<file path="src/rtl/cvxif_conv_cfg_unit.sv">
// CV-X-IF front-end for the convolution accelerator: decodes custom-1 ops,
// holds speculative config writes until commit, launches and tracks the engine.
module cvxif_conv_cfg_unit #(
    parameter int unsigned XLEN     = 32,
    parameter int unsigned ID_WIDTH = 4,
    parameter int unsigned DEPTH    = 4,
    parameter int unsigned CH_WIDTH = 5,
    parameter logic [6:0]  OPCODE   = 7'h2B
) (
    input  logic                clk_i,
    input  logic                rst_ni,
    input  logic                issue_valid_i,
    output logic                issue_ready_o,
    input  logic [31:0]         issue_instr_i,
    input  logic [ID_WIDTH-1:0] issue_id_i,
    input  logic [XLEN-1:0]     issue_rs1_i,
    input  logic                issue_rs1_valid_i,
    output logic                issue_accept_o,
    output logic                issue_writeback_o,
    input  logic                commit_valid_i,
    input  logic [ID_WIDTH-1:0] commit_id_i,
    input  logic                commit_kill_i,
    output logic                result_valid_o,
    input  logic                result_ready_i,
    output logic [ID_WIDTH-1:0] result_id_o,
    output logic [XLEN-1:0]     result_data_o,
    output logic [4:0]          result_rd_o,
    output logic                result_we_o,
    output logic [XLEN-1:0]     cfg_w_addr_o,
    output logic [XLEN-1:0]     cfg_i_addr_o,
    output logic [XLEN-1:0]     cfg_r_addr_o,
    output logic [XLEN-1:0]     cfg_i_height_o,
    output logic [XLEN-1:0]     cfg_i_width_o,
    output logic [2:0]          cfg_w_height_o,
    output logic [2:0]          cfg_w_width_o,
    output logic [CH_WIDTH-1:0] cfg_i_channels_o,
    output logic [CH_WIDTH-1:0] cfg_w_channels_o,
    output logic [1:0]          cfg_padding_o,
    output logic                cfg_stride_o,
    output logic                start_o,
    input  logic                done_i,
    output logic                busy_o
);

    localparam int unsigned PW = $clog2(DEPTH);
    localparam int unsigned CW = $clog2(DEPTH + 1);
    localparam int unsigned GW = 9 + 2 * CH_WIDTH;

    typedef enum logic [1:0] {OP_SET, OP_START, OP_STAT} op_e;
    typedef enum logic {S_IDLE, S_RUN} state_e;

    typedef struct packed {
        logic [ID_WIDTH-1:0] id;
        op_e                 op;
        logic [2:0]          idx;
        logic [XLEN-1:0]     val;
        logic [4:0]          rd;
    } pend_t;

    typedef struct packed {
        logic [ID_WIDTH-1:0] id;
        logic [4:0]          rd;
        logic [XLEN-1:0]     data;
    } res_t;

    pend_t           r_pend [DEPTH];
    res_t            r_res  [DEPTH];
    logic [PW-1:0]   r_p_rd, r_p_wr, r_r_rd, r_r_wr;
    logic [CW-1:0]   r_p_cnt, r_r_cnt;
    logic            r_start_pend, r_err, r_start;
    state_e          r_state, w_state_nxt;
    logic [XLEN-1:0] r_w_addr, r_i_addr, r_r_addr, r_i_h, r_i_w;
    logic [GW-1:0]   r_geom;

    logic [2:0]  w_f3;
    logic [6:0]  w_f7;
    logic        w_opc, w_is_set, w_is_start, w_is_stat, w_match, w_acc;
    op_e         w_op;
    pend_t       w_head, w_new;
    res_t        w_rhead, w_res_new;
    logic        w_cmt_hit, w_cmt_bad, w_cmt_do, w_res_push, w_res_pop;
    logic        w_dec, w_full, w_stall, w_push, w_go, w_set_do;
    logic [CW-1:0] w_out;
    logic        w_unused;

    assign w_f3       = issue_instr_i[14:12];
    assign w_f7       = issue_instr_i[31:25];
    assign w_opc      = issue_instr_i[6:0] == OPCODE;
    assign w_is_set   = w_opc && (w_f3 == 3'b000);
    assign w_is_start = w_opc && (w_f3 == 3'b001);
    assign w_is_stat  = w_opc && (w_f3 == 3'b010);
    assign w_match    = w_is_set || w_is_start || w_is_stat;
    assign w_acc      = w_match && !(w_is_set && (w_f7 > 7'd5));
    assign w_unused   = ^issue_instr_i[24:15];

    always_comb begin
        w_op = OP_SET;
        unique case (1'b1)
            w_is_start: w_op = OP_START;
            w_is_stat:  w_op = OP_STAT;
            default:    w_op = OP_SET;
        endcase
    end

    assign w_new = '{id: issue_id_i, op: w_op, idx: w_f7[2:0],
                     val: issue_rs1_i, rd: issue_instr_i[11:7]};

    assign w_head     = r_pend[r_p_rd];
    assign w_cmt_hit  = commit_valid_i && (r_p_cnt != '0)
                        && (w_head.id == commit_id_i);
    assign w_cmt_bad  = commit_valid_i && !w_cmt_hit;
    assign w_cmt_do   = w_cmt_hit && !commit_kill_i;
    assign w_set_do   = w_cmt_do && (w_head.op == OP_SET);
    assign w_go       = w_cmt_do && (w_head.op == OP_START);
    assign w_res_push = w_cmt_do && (w_head.op == OP_STAT);
    assign w_res_pop  = result_valid_o && result_ready_i;
    assign w_res_new  = '{id: w_head.id, rd: w_head.rd,
                          data: XLEN'({r_err, busy_o})};

    // A slot freed this cycle (result pop or pending entry retired) admits an issue
    assign w_out   = r_p_cnt + r_r_cnt;
    assign w_dec   = w_res_pop || (w_cmt_hit && !w_res_push);
    assign w_full  = (w_out == CW'(DEPTH)) && !w_dec;
    assign w_stall = w_match && (w_full
                     || (w_is_set && !issue_rs1_valid_i)
                     || (w_is_start && (busy_o || r_start_pend)));

    assign issue_ready_o     = !w_stall;
    assign issue_accept_o    = issue_valid_i && w_acc;
    assign issue_writeback_o = issue_valid_i && w_is_stat;
    assign w_push            = issue_valid_i && issue_ready_o && w_acc;

    assign w_rhead        = r_res[r_r_rd];
    assign result_valid_o = r_r_cnt != '0;
    assign result_id_o    = w_rhead.id;
    assign result_data_o  = w_rhead.data;
    assign result_rd_o    = w_rhead.rd;
    assign result_we_o    = result_valid_o;

    always_ff @(posedge clk_i) begin
        if (w_push) r_pend[r_p_wr] <= w_new;
        if (w_res_push) r_res[r_r_wr] <= w_res_new;
    end

    always_ff @(posedge clk_i or negedge rst_ni) begin
        if (!rst_ni) begin
            r_p_rd       <= '0;
            r_p_wr       <= '0;
            r_p_cnt      <= '0;
            r_r_rd       <= '0;
            r_r_wr       <= '0;
            r_r_cnt      <= '0;
            r_start_pend <= 1'b0;
            r_err        <= 1'b0;
            r_start      <= 1'b0;
        end else begin
            if (w_push) r_p_wr <= r_p_wr + PW'(1);
            if (w_cmt_hit) r_p_rd <= r_p_rd + PW'(1);
            r_p_cnt <= r_p_cnt + CW'(w_push) - CW'(w_cmt_hit);
            if (w_res_push) r_r_wr <= r_r_wr + PW'(1);
            if (w_res_pop) r_r_rd <= r_r_rd + PW'(1);
            r_r_cnt <= r_r_cnt + CW'(w_res_push) - CW'(w_res_pop);
            if (w_push && w_is_start) r_start_pend <= 1'b1;
            else if (w_cmt_hit && w_head.op == OP_START) r_start_pend <= 1'b0;
            if (w_cmt_bad) r_err <= 1'b1;
            r_start <= w_go;
        end
    end

    always_ff @(posedge clk_i or negedge rst_ni) begin
        if (!rst_ni) begin
            r_w_addr <= '0;
            r_i_addr <= '0;
            r_r_addr <= '0;
            r_i_h    <= '0;
            r_i_w    <= '0;
            r_geom   <= '0;
        end else if (w_set_do) begin
            unique case (w_head.idx)
                3'd0:    r_w_addr <= w_head.val;
                3'd1:    r_i_addr <= w_head.val;
                3'd2:    r_r_addr <= w_head.val;
                3'd3:    r_i_h    <= w_head.val;
                3'd4:    r_i_w    <= w_head.val;
                3'd5:    r_geom   <= w_head.val[GW-1:0];
                default: ;
            endcase
        end
    end

    always_ff @(posedge clk_i or negedge rst_ni) begin
        if (!rst_ni) r_state <= S_IDLE;
        else         r_state <= w_state_nxt;
    end

    always_comb begin
        w_state_nxt = r_state;
        unique case (r_state)
            S_IDLE:  if (w_go) w_state_nxt = S_RUN;
            S_RUN:   if (done_i) w_state_nxt = S_IDLE;
            default: w_state_nxt = S_IDLE;
        endcase
    end

    always_comb begin
        busy_o = 1'b0;
        if (r_state == S_RUN) busy_o = 1'b1;
    end

    assign start_o          = r_start;
    assign cfg_w_addr_o     = r_w_addr;
    assign cfg_i_addr_o     = r_i_addr;
    assign cfg_r_addr_o     = r_r_addr;
    assign cfg_i_height_o   = r_i_h;
    assign cfg_i_width_o    = r_i_w;
    assign cfg_w_height_o   = r_geom[2:0];
    assign cfg_w_width_o    = r_geom[5:3];
    assign cfg_i_channels_o = r_geom[6+:CH_WIDTH];
    assign cfg_w_channels_o = r_geom[6+CH_WIDTH+:CH_WIDTH];
    assign cfg_padding_o    = r_geom[6+2*CH_WIDTH+:2];
    assign cfg_stride_o     = r_geom[8+2*CH_WIDTH];

endmodule

</file>
<file path="config.mk">
export PLATFORM = sky130hd
export DESIGN_NAME = cvxif_conv_cfg_unit
export DESIGN_NICKNAME = d
export VERILOG_FILES = /design/src/rtl/cvxif_conv_cfg_unit.sv
export SDC_FILE = /design/constraint.sdc
export NUM_CORES = 1
export LEC_CHECK = 0
export CAP_MARGIN = 20
export CORE_UTILIZATION = 28
export DETAILED_ROUTE_END_ITERATION = 8
export SYNTH_ARGS = -nofsm -noshare
export SYNTH_HDL_FRONTEND = slang
export SYNTH_SLANG_ARGS = --single-unit
</file>
<file path="constraint.sdc">
create_clock -name clk_i -period 3.8 [get_ports clk_i]
set_input_delay 0.57 -clock clk_i [delete_from_list [all_inputs] [get_ports clk_i]]
set_output_delay 0.57 -clock clk_i [all_outputs]
set_load 0.02 [all_outputs]
</file>
# Yosys cells after proc, flatten, opt, wreduce, memory -nomap -nowiden
# Memory sizes are Yosys's and may differ from the RTL's.
# Index checks and enable logic that the tools add are counted.
totals:
  regBits: 197
  ram_bits: 228
  wordCells: 101
  memories: 2
mem_list:
  columns: ["name", "depth", "width", "read_ports", "rd_clocked_by_memory_dff", "wr", "line_no", "text"]
  rows:
  - ["r_pend", 4, 46, 1, 0, 1, "66", "pend_t r_pend [DEPTH];"]
  - ["r_res", 4, 11, 1, 0, 1, "67", "res_t r_res [DEPTH];"]
op_classes:
  n_addsub: 9
  order_cmp: 1
  n_eq_ne: 12
  muxes: 11
  bitwise: 1
  reduce_logical: 49
ops:
  columns: ["op", "n"]
  rows:
  - ["1-bit logical AND", 24]
  - ["2-bit AND reduction", 6]
  - ["3-bit by 2-bit == test with 1-bit output, second input constant", 3]
  - ["3-bit == test, second input constant", 3]
  - ["1-bit 2-to-1 mux", 9]
  - ["2-bit by 1-bit adder with 2-bit output, second input constant", 4]
  - ["7-bit by 6-bit == test with 1-bit output, second input constant", 1]
  - ["7-bit by 3-bit > comparator with 1-bit output, second input constant", 1]
  - ["1-bit logical NOT", 7]
  - ["3-bit by 1-bit adder with 3-bit output", 2]
  - ["3-bit by 1-bit == test with 1-bit output, second input constant", 2]
  - ["3-bit logical NOT", 2]
  - ["1-bit logical OR", 6]
  - ["3-bit nonzero test", 2]
  - ["3-bit by 1-bit subtractor with 3-bit output", 2]
  - ["4-bit == test", 1]
  - ["2-bit one-hot mux with 2 select lines", 1]
  - ["3-bit adder", 1]
  - ["2-bit by 1-bit == test with 1-bit output, second input constant", 1]
  - ["2-bit == test, second input constant", 1]
  - ["2-bit logical NOT", 1]
  - ["1-bit one-hot mux with 2 select lines", 1]
  - ["2-bit nonzero test", 1]
  - ["1-bit NOT", 1]

# Depth between registers and ports, before layout
# Gate-level depths: netlist (run 1).
depth:
  ltp_word: 18
  depth_mapped: 15
  ltp_nobuf: 15

# Least setup slack after synthesis (run 1)
# Ideal clock, no wire load.
synth_timing:
  path_type: "register -> register"
  startpoint: "register r_p_rd[0]"
  endpoint: "memory r_pend[0][0] (netlist bit), enable pin"
  setup_time_ns: 0.408
  arrival_ns: 3.323
  required_ns: 3.392
  slack_ns: 0.068
  stages_incl_launch_ff: 7
  n_path_buf: 1
  synth_period_minus_slack_ns: 3.732
  path_cell_list: "dfrtp_1 buf_6 mux4_2 xnor2_1 o2111ai_1 o21ai_0 and3_1"
synth_lines:
  columns: ["item", "line_no", "text"]
  rows:
  - ["start, declared", "68", "logic [PW-1:0] r_p_rd, r_p_wr, r_r_rd, r_r_wr;"]
  - ["start signal, assigned", "158", "if (w_cmt_hit) r_p_rd <= r_p_rd + PW'(1);"]
  - ["end, declared", "66", null]

# Final worst setup path (run 1)
layout_timing:
  startpoint: "register r_p_rd[0]"
  endpoint: "output port issue_ready_o"
layout_between:
  elab_chain_len: 14
  elab_cells_between_ends: 15
  classes_between: "eq/ne: 2; reduce/logical: 12; memory: 1"
layout_lines:
  columns: ["item", "line_no", "text"]
  rows:
  - ["memory read 4 x 46 bit (*)", null, null]
  - ["4-bit == test", "110", "&& (w_head.id == commit_id_i);"]
  - ["1-bit logical AND", "110", null]
  - ["1-bit logical AND", "112", "assign w_cmt_do = w_cmt_hit && !commit_kill_i;"]
  - ["1-bit logical AND", "115", "assign w_res_push = w_cmt_do && (w_head.op == OP_STAT);"]
  - ["1-bit logical NOT", "122", "assign w_dec = w_res_pop || (w_cmt_hit && !w_res_push);"]
  - ["1-bit logical AND (*)", "122", null]
  - ["1-bit logical OR (*)", "122", null]
  - ["1-bit logical NOT (*)", "123", "assign w_full = (w_out == CW'(DEPTH)) && !w_dec;"]
  - ["1-bit logical AND (*)", "123", null]
  - ["1-bit logical OR (*)", "125", "|| (w_is_set && !issue_rs1_valid_i)"]
  - ["1-bit logical OR (*)", "126", "|| (w_is_start && (busy_o || r_start_pend)));"]
  - ["1-bit logical AND (*)", "124", "assign w_stall = w_match && (w_full"]
  - ["1-bit logical NOT (*)", "128", "assign issue_ready_o = !w_stall;"]
  - ["end, declared", "13", "output logic issue_ready_o,"]
# Mark *: on every way between the ends. The rest lies on a longest branch, timed or not.

==> summary by stage, run 1 <==
Drt
The total number of vias is 8580. Dividing the detail-routed via count by the number of cells gives ~4.4. The number of optimization iterations in the first detailed-route pass is 6. The average wire length per cell after detail routing is around 20 um. For this run, design rule violations remaining after detail routing come to 0. The initial DRC count is 410. The residual antenna-violating net count after detailed routing is 0.

After detailed routing, the total wire length is around 39 mm.

Job
The tool flagged a number of max-cap violations equal to 0.

Synthesis
The Yosys step of the flow raised 0 warnings. A synthesized cell averages roughly 20 um2. The area share of the largest cell type after synthesis is 0.413. The most used flip-flop cell after synthesis is sky130_fd_sc_hd__edfxtp_1. Summing every instance area after synthesis gives between 15000 and 20000 um2. For this run, asynchronously set or reset flops after synthesis account for 0.464.

Of the synthesized area, sequential elements account for 0.711. The cell taking the most area after synthesis is sky130_fd_sc_hd__edfxtp_1. Sorting the synthesized cells by area gives the leading types as sky130_fd_sc_hd__edfxtp_1, sky130_fd_sc_hd__dfrtp_1, sky130_fd_sc_hd__mux2_2, sky130_fd_sc_hd__mux4_2, sky130_fd_sc_hd__buf_4. In the synthesized netlist, the number of instances is 840.

The distinct cell type count of the synthesized netlist is around 50. After synthesis the netlist holds a flip-flop and latch count of approximately 430. Counting flops with a built-in enable in the synthesized netlist gives between 200 and 250.

Clock tree
Post-CTS repair changed the size of 4 cells. The hold buffer count at CTS is 0. The number of H-tree levels is 2. The clock transition at the register clock pins on the worst setup and hold paths after CTS is 0.06 ns. Counting along the longest clock path gives a buffer depth of 3. Clock tree synthesis inserted a total of 46 buffers. The later pin in the worst-skew pair is clocked with a latency of 0.57 ns. TritonCTS built the clock tree. The root buffer cell is sky130_fd_sc_hd__clkbuf_16. The post-CTS setup buffer count is 0. The clock net sink count is around 430.

Setup path
The largest single stage delay on the critical path is between 0.5 and 0.6 ns. The critical path goes through mux4_2, or3b_2, o2111ai_1, nor2_1, nand4bb_1, dlygate4sd2_1. In this run the worst path has a maximum fanout of 9. The number of buffers and inverters on the critical path is 1. The cell family contributing the most delay on the critical path is simple AND/OR/NAND/NOR gates. The cell with the biggest individual delay on the critical path is sky130_fd_sc_hd__mux4_2. The worst setup path is captured at a primary output. The launching point of the worst reg2reg path is r_p_rd[0]. STA classifies the critical path startpoint as a register. For the worst setup path, the data required time is about 3.2 ns. The beginning of the critical path is r_p_rd[0]. The type of the setup path with the least slack is reg2out. The arrival time of the worst setup path is 3.06 ns.

Pwr
Cell internal power was estimated by the tool at slightly below 9000 uW. The leakage power of the design is between 0.008 and 0.009 uW. The worst-case IR drop observed on VDD is approximately 0.32 mV. Of the total power, the clock network draws 0.360. The switching power is 3360 uW. For this design the ratio of total power to cell area is about 570 nW/um2. Of the total power, the share spent switching nets is 0.273. Of the total power, registers draw 0.434. The fraction of power consumed by combinational cells is 0.206.

Place
In this run the tool buffered the top-level ports with between 200 and 300 buffer cells. The routability congestion estimate is roughly 0.74. The area of placed instances is about 20000 um2. The placed wire-length estimate after detailed placement is about 25 mm.

Global route
The initial antenna violation count came to 4. The via count of the first global-routing pass was a little over 9000. The overall overflow remaining after global route is 0. The first global-routing pass estimated approximately 59 mm of wire.

The global-route usage over all layers is 0.133. Entering global routing, the biggest net connects between 80 and 90 pins.

Timing
The count of final hold-check violations came to 0. The max-slew violation count came to 0. Measured against its own limit, the worst slew margin works out to 0.416.

On the final layout, the worst clock skew is between 0.02 and 0.025 ns. The worst-margin pin slew is slightly below 0.9 ns. Setup repair after global routing left no endpoint under its margin.

The sum of negative setup slack is 0 ns. The number of setup violations in the final report is 0. Across all hold checks on the routed design, the worst slack comes to slightly below 0.08 ns. The worst path needs between 3 and 4 ns of the cycle, external delays included.

Derived from the worst setup path, the maximum achievable clock frequency is 275 MHz. Of the available clock period, the critical path in the final layout requires 0.957.

Min path
The path type of the worst min-delay path is in2async.

Cells and area
The most common library cell in the layout ignoring fill and taps is sky130_fd_sc_hd__clkdlybuf4s50_1. Leaving out fill and tap cells, the most frequent cells in the layout are sky130_fd_sc_hd__clkdlybuf4s50_1, sky130_fd_sc_hd__edfxtp_1, sky130_fd_sc_hd__dfrtp_1. The final core utilization is 0.374.

The final instance area is about 22000 um2. The final-layout fill cell count is ~5300. The area growth from synthesis to layout is 30.9%. The share of final-layout standard cells stronger than drive strength 1 is 0.289.

The final net count is ~1300. The repair_antennas step left the layout with diodes totalling 0.

Floorplan
The floorplan step defined a core boundary enclosing just under 60000 um2. During I/O placement, the number of pins put on the boundary was slightly above 300. The die is 245 um tall. The x dimension of the die is between 200 and 250 um. The initial cell density of the core is 0.285. Row generation in the floorplan step produced between 80 and 90 rows.

The die covers around 60000 um2.

Run status
The flow ran to the end, and the final reports show no timing, DRC or antenna violations.
-- cell families after synthesis --
group                      synth area share
xor gates and xnor gates            0.00869
buffers and inverters                0.0332
adders and majority gates            0.0134
AOI/OAI and AO/OA                   0.00657
muxes                                 0.200
other                              0.000226
and+or+nand+nor                      0.0272
DFF                                   0.711
-- power groups by stage --
stage	logic [uW]	registers, uW	clock network (uW)
5_1_grt	2740	5380	4750
2_1_floorplan	1530	5430	0
6_report	2520	5330	4420
3_3_place_gp	2540	5420	0
4_1_cts	2590	5340	4590
3_5_place_dp	2570	5430	0
-- final timing paths --
| path | to | slack, ns | cells past startpoint |
|---|---|---|---|
| worst max-delay path | issue_ready_o | 0.17 | 6 |
| worst min-delay path | cfg_w_addr_o[6] | 0.08 | 1 |
| worst max register to register | r_r_cnt[2] | 0.54 | 13 |
| worst min register to register | cfg_r_addr_o[1] | 0.48 | 1 |
| max in group asynchronous | cfg_i_height_o[30] | 2.90 | 2 |
| min in group clk_i | cfg_r_addr_o[1] | 0.48 | 1 |
-- per-stage QoR --
| step | std cells | worst slack, ns | total power, uW |
|---|---|---|---|
| finish | 1962 | 0.165 | 12300 |
| global route | 1962 | 0.0115 | 12900 |
| CTS | 1962 | 0.0984 | 12500 |
| detailed placement | 1876 | 0.137 | 8000 |
| global placement | 1876 | 0.202 | 7960 |
| floorplan | 869 | 0.0682 | 6960 |
-- sequential cells by signal (all words and copies together), names as in the netlist, 19 cells and up --
signal          cells
cfg_i_height_o     32
r_res              44
cfg_w_addr_o       32
r_pend            184
cfg_i_width_o      32
cfg_i_addr_o       32
r_geom             19
cfg_r_addr_o       32
-- cells in the mapped netlist, drive strengths merged, types with 4 or more instances --
library cell and n:
nand4 4, buf 53, edfxtp 228, xnor2 12
mux2 180, nor3 4, inv 19, and3 4
o21ai 4, ha 13, nor4 5, clkbuf 7
mux4 57, and2 6, nand2 7, dfrtp 197
-- metal layers --
layer	vias up	part of all wire	GRT usage	routed length [um]
met3	60	0.071	0.0382	2820
met2	259	0.48	0.215	19100
li1	3800	-	-	-
met1	4457	0.42	0.171	16700
met5	-	0.00079	0	31
met4	4	0.022	0.0401	875
-- cell type report --
cell class                      instances  area, um2  share of cell area
Multi-Input combinational cell        365       4380               0.202
Clock inverter                         15        128             0.00588
Tap cell                              765        957              0.0441
Timing Repair Buffer                  302       3000               0.138
Inverter                               19       71.3             0.00329
Clock buffer                           71       1380              0.0636
Sequential cell                       425      11800               0.543
(Power assumes the default switching activity.)
==> run 2: changes to the inputs <==
--- a/config.mk
+++ b/config.mk
@@ -8,6 +8,8 @@
 export CAP_MARGIN = 20
 export CORE_UTILIZATION = 28
 export DETAILED_ROUTE_END_ITERATION = 8
+export GPL_TIMING_DRIVEN = 1
+export HOLD_SLACK_MARGIN = 0.03
 export SYNTH_ARGS = -nofsm -noshare
 export SYNTH_HDL_FRONTEND = slang
 export SYNTH_SLANG_ARGS = --single-unit
==> constraint.sdc (replaced) <==
create_clock -name clk_i -period 3.7 [get_ports clk_i]
set_input_delay 0.555 -clock clk_i [delete_from_list [all_inputs] [get_ports clk_i]]
set_output_delay 0.555 -clock clk_i [all_outputs]
set_load 0.02 [all_outputs]
==> summary by stage, run 2 (synthesis results as in run 1) <==
Cells and area
The register with the most flip-flops in the layout has approximately 180 of them. The most flop-heavy register is r_pend. The share of final-layout standard cells stronger than drive strength 1 is 0.288. The filler cells instantiated in the layout total 5334. The area growth from synthesis to final layout is 31.5%. Leaving out fill and tap cells, the most frequent cell in the layout is sky130_fd_sc_hd__clkdlybuf4s50_1. The final net count is ~1300.

The largest registers in the layout are r_pend x184, r_res x44. In the layout the commonest cells are sky130_fd_sc_hd__clkdlybuf4s50_1, sky130_fd_sc_hd__edfxtp_1, sky130_fd_sc_hd__dfrtp_1.

Drt
The via-per-instance ratio is between 4 and 5. After detailed routing, the average wire length per cell comes to a little over 20 um. Before antenna repair, the detailed router went through 4 iterations. The initial DRC count is between 300 and 400. In the routed design, unresolved DRC markers number 0.

The residual antenna-violating net count after detailed routing is 0. Summed over all layers, the routed wires come to slightly below 40 mm. The final route contains about 8700 vias.

Place
Detailed placement finished with a half-perimeter wire length of 25.4 mm. The congestion estimate from routability-driven global placement came to 0.719. Buffers placed on the I/O ports in this run total 266. At the placement stage, the worst setup path has a slack of roughly 0.19 ns.

Pwr
Internal power comes to approximately 9300 uW. The switching fraction of total power is 0.271. Across the VDD grid, the largest voltage drop is around 0.33 mV. The share of total power dissipated in combinational logic is 0.202. Power spread over the standard cell area amounts to 587 nW/um2. The switching power is between 3000 and 4000 uW. The share of total power dissipated in the clock network is 0.370. Power comes to around 13000 uW. Of the total power, registers draw 0.428. The leakage power of the design is approximately 0.0085 uW.

Min path
The path type of the worst min-delay path is in2async.

Timing
In this run the tightest slew margin relative to its limit is 0.462. The minimum setup slack in the final design is 0.215 ns. The max-slew violation count was 0. For the final database, setup skew stands at around 0.013 ns. Setup repair after global routing left no endpoint under its margin. Setup violations remaining at the end of the flow were counted as 0. For the pin with the worst max-slew slack, the measured transition is approximately 0.8 ns.

The sum of negative setup slack is 0 ns. Timing would allow up to around 290 MHz. The clock period could shrink to ~3.5 ns. The count of final hold-check violations came to 0. In the finished design, the share of the clock period the worst path needs comes to 0.942.

Floorplan
Measured along the y axis, the die boundary spans ~250 um. The placeable core region is between 50000 and 60000 um2. The floorplan has just under 90 rows. The x dimension of the die is about 250 um. The full die area is roughly 60000 um2. The number of top-level pins is 307.

For this configuration, the core starts out at a cell density of 0.285.

Global route
The initial antenna violation count is 4. The global-route usage over all layers is 0.132. The first global-routing pass estimated between 50 and 60 mm of wire.

The pin count of the biggest net entering global routing is 75. Global routing finished with a remaining overflow of 0. The via count of the first global-routing pass is just over 9000.

Setup path
The critical-path maximum fanout is 7. The arrival time of the worst setup path is just under 3 ns. The type of origin of the critical path is a primary input. The worst setup path is captured at a primary output. The required time reported for the critical path endpoint is 3.14 ns. The critical path is of the in2out type.

Clock tree
No sink is reached through more buffers than the 3 on the longest clock path. The tree is rooted in a sky130_fd_sc_hd__clkbuf_16. The TritonCTS clock tree is built. The number of H-tree levels is 2. The clock reaches the later pin of the worst-skew pair after approximately 0.58 ns. The number of CTS-inserted buffers is between 40 and 50.

The post-CTS setup buffer count is 0. The clock net sink count is about 430. The clock transition at the register clock pins on the worst setup and hold paths after CTS is about 0.06 ns.

Job
Across the run, the number of max-cap violations was 0.

Run status
The flow ran to the end, and the final reports show no timing, DRC or antenna violations.
[run 2: final cells by class]
type                       instances  area, um2  area share
antenna                            3       7.51    0.000345
clock buffer                      67       1330      0.0612
clock inverter                    20        238      0.0109
inverter                          19       71.3     0.00327
multi-input combinational        365       4380       0.201
sequential                       425      11800       0.541
tap                              765        957      0.0439
timing repair buffer             300       3010       0.138
[run 2: power groups by stage]
stage	sequential, uW	combinational (uW)	clock, uW
after global placement	5570	2580	0
after global routing	5510	2810	5070
final	5470	2580	4730
after detailed placement	5570	2630	0
after CTS	5480	2640	4900
after floorplan	5580	1570	0
[run 2: path summary, 6_finish.rpt]
| kind | startpoint | to | slack [ns] | cells past startpoint |
|---|---|---|---|---|
| worst max-delay path | issue_instr_i[4] | issue_accept_o | 0.22 | 8 |
| worst min-delay path | rst_ni | cfg_i_height_o[30] | 0.43 | 2 |
| worst max register to register | r_p_rd[0] | r_p_cnt[2] | 0.41 | 12 |
| worst min register to register | cfg_r_addr_o[1] | cfg_r_addr_o[1] | 0.48 | 1 |
| max in group asynchronous | rst_ni | cfg_i_addr_o[10] | 2.29 | 3 |
| min in group clk_i | cfg_r_addr_o[1] | cfg_r_addr_o[1] | 0.48 | 1 |
[run 2: layer usage]
| metal | vias to the layer above | global-route usage | wire (um) |
|---|---|---|---|
| li1 | 3809 | - | - |
| met1 | 4515 | 0.169 | 16600 |
| met2 | 275 | 0.215 | 19100 |
| met3 | 72 | 0.0377 | 2800 |
| met4 | 4 | 0.0426 | 947 |
| met5 | - | 0 | 22 |
[run 2: what timing repair did]
action / CTS / global route
hold buffers: 1 / 0
setup endpoints to repair: 0 / 1
gates resized for setup: 0 / 2
hold endpoints to repair: 24 / 0
[run 2: stage by stage]
step / util / cells / area, um2 / hold WS (ns)
floorplan: - / 869 / 16700 / 0.259
global placement: 0.348 / 1873 / 20200 / 0.471
detailed placement: 0.348 / 1873 / 20200 / 0.474
CTS: 0.375 / 1961 / 21800 / 0.387
global route: 0.375 / 1962 / 21800 / 0.416
finish: 0.375 / 1964 / 21800 / 0.427
[run 2: critical path, cell delays in order]
cell                              delay (ns)
sky130_fd_sc_hd__clkdlybuf4s50_1        0.40
sky130_fd_sc_hd__nor4b_1                0.45
sky130_fd_sc_hd__buf_4                  0.21
sky130_fd_sc_hd__nand4_1                0.10
sky130_fd_sc_hd__or2_2                  0.35
sky130_fd_sc_hd__inv_1                  0.09
sky130_fd_sc_hd__buf_4                  0.15
sky130_fd_sc_hd__clkdlybuf4s50_1        0.63
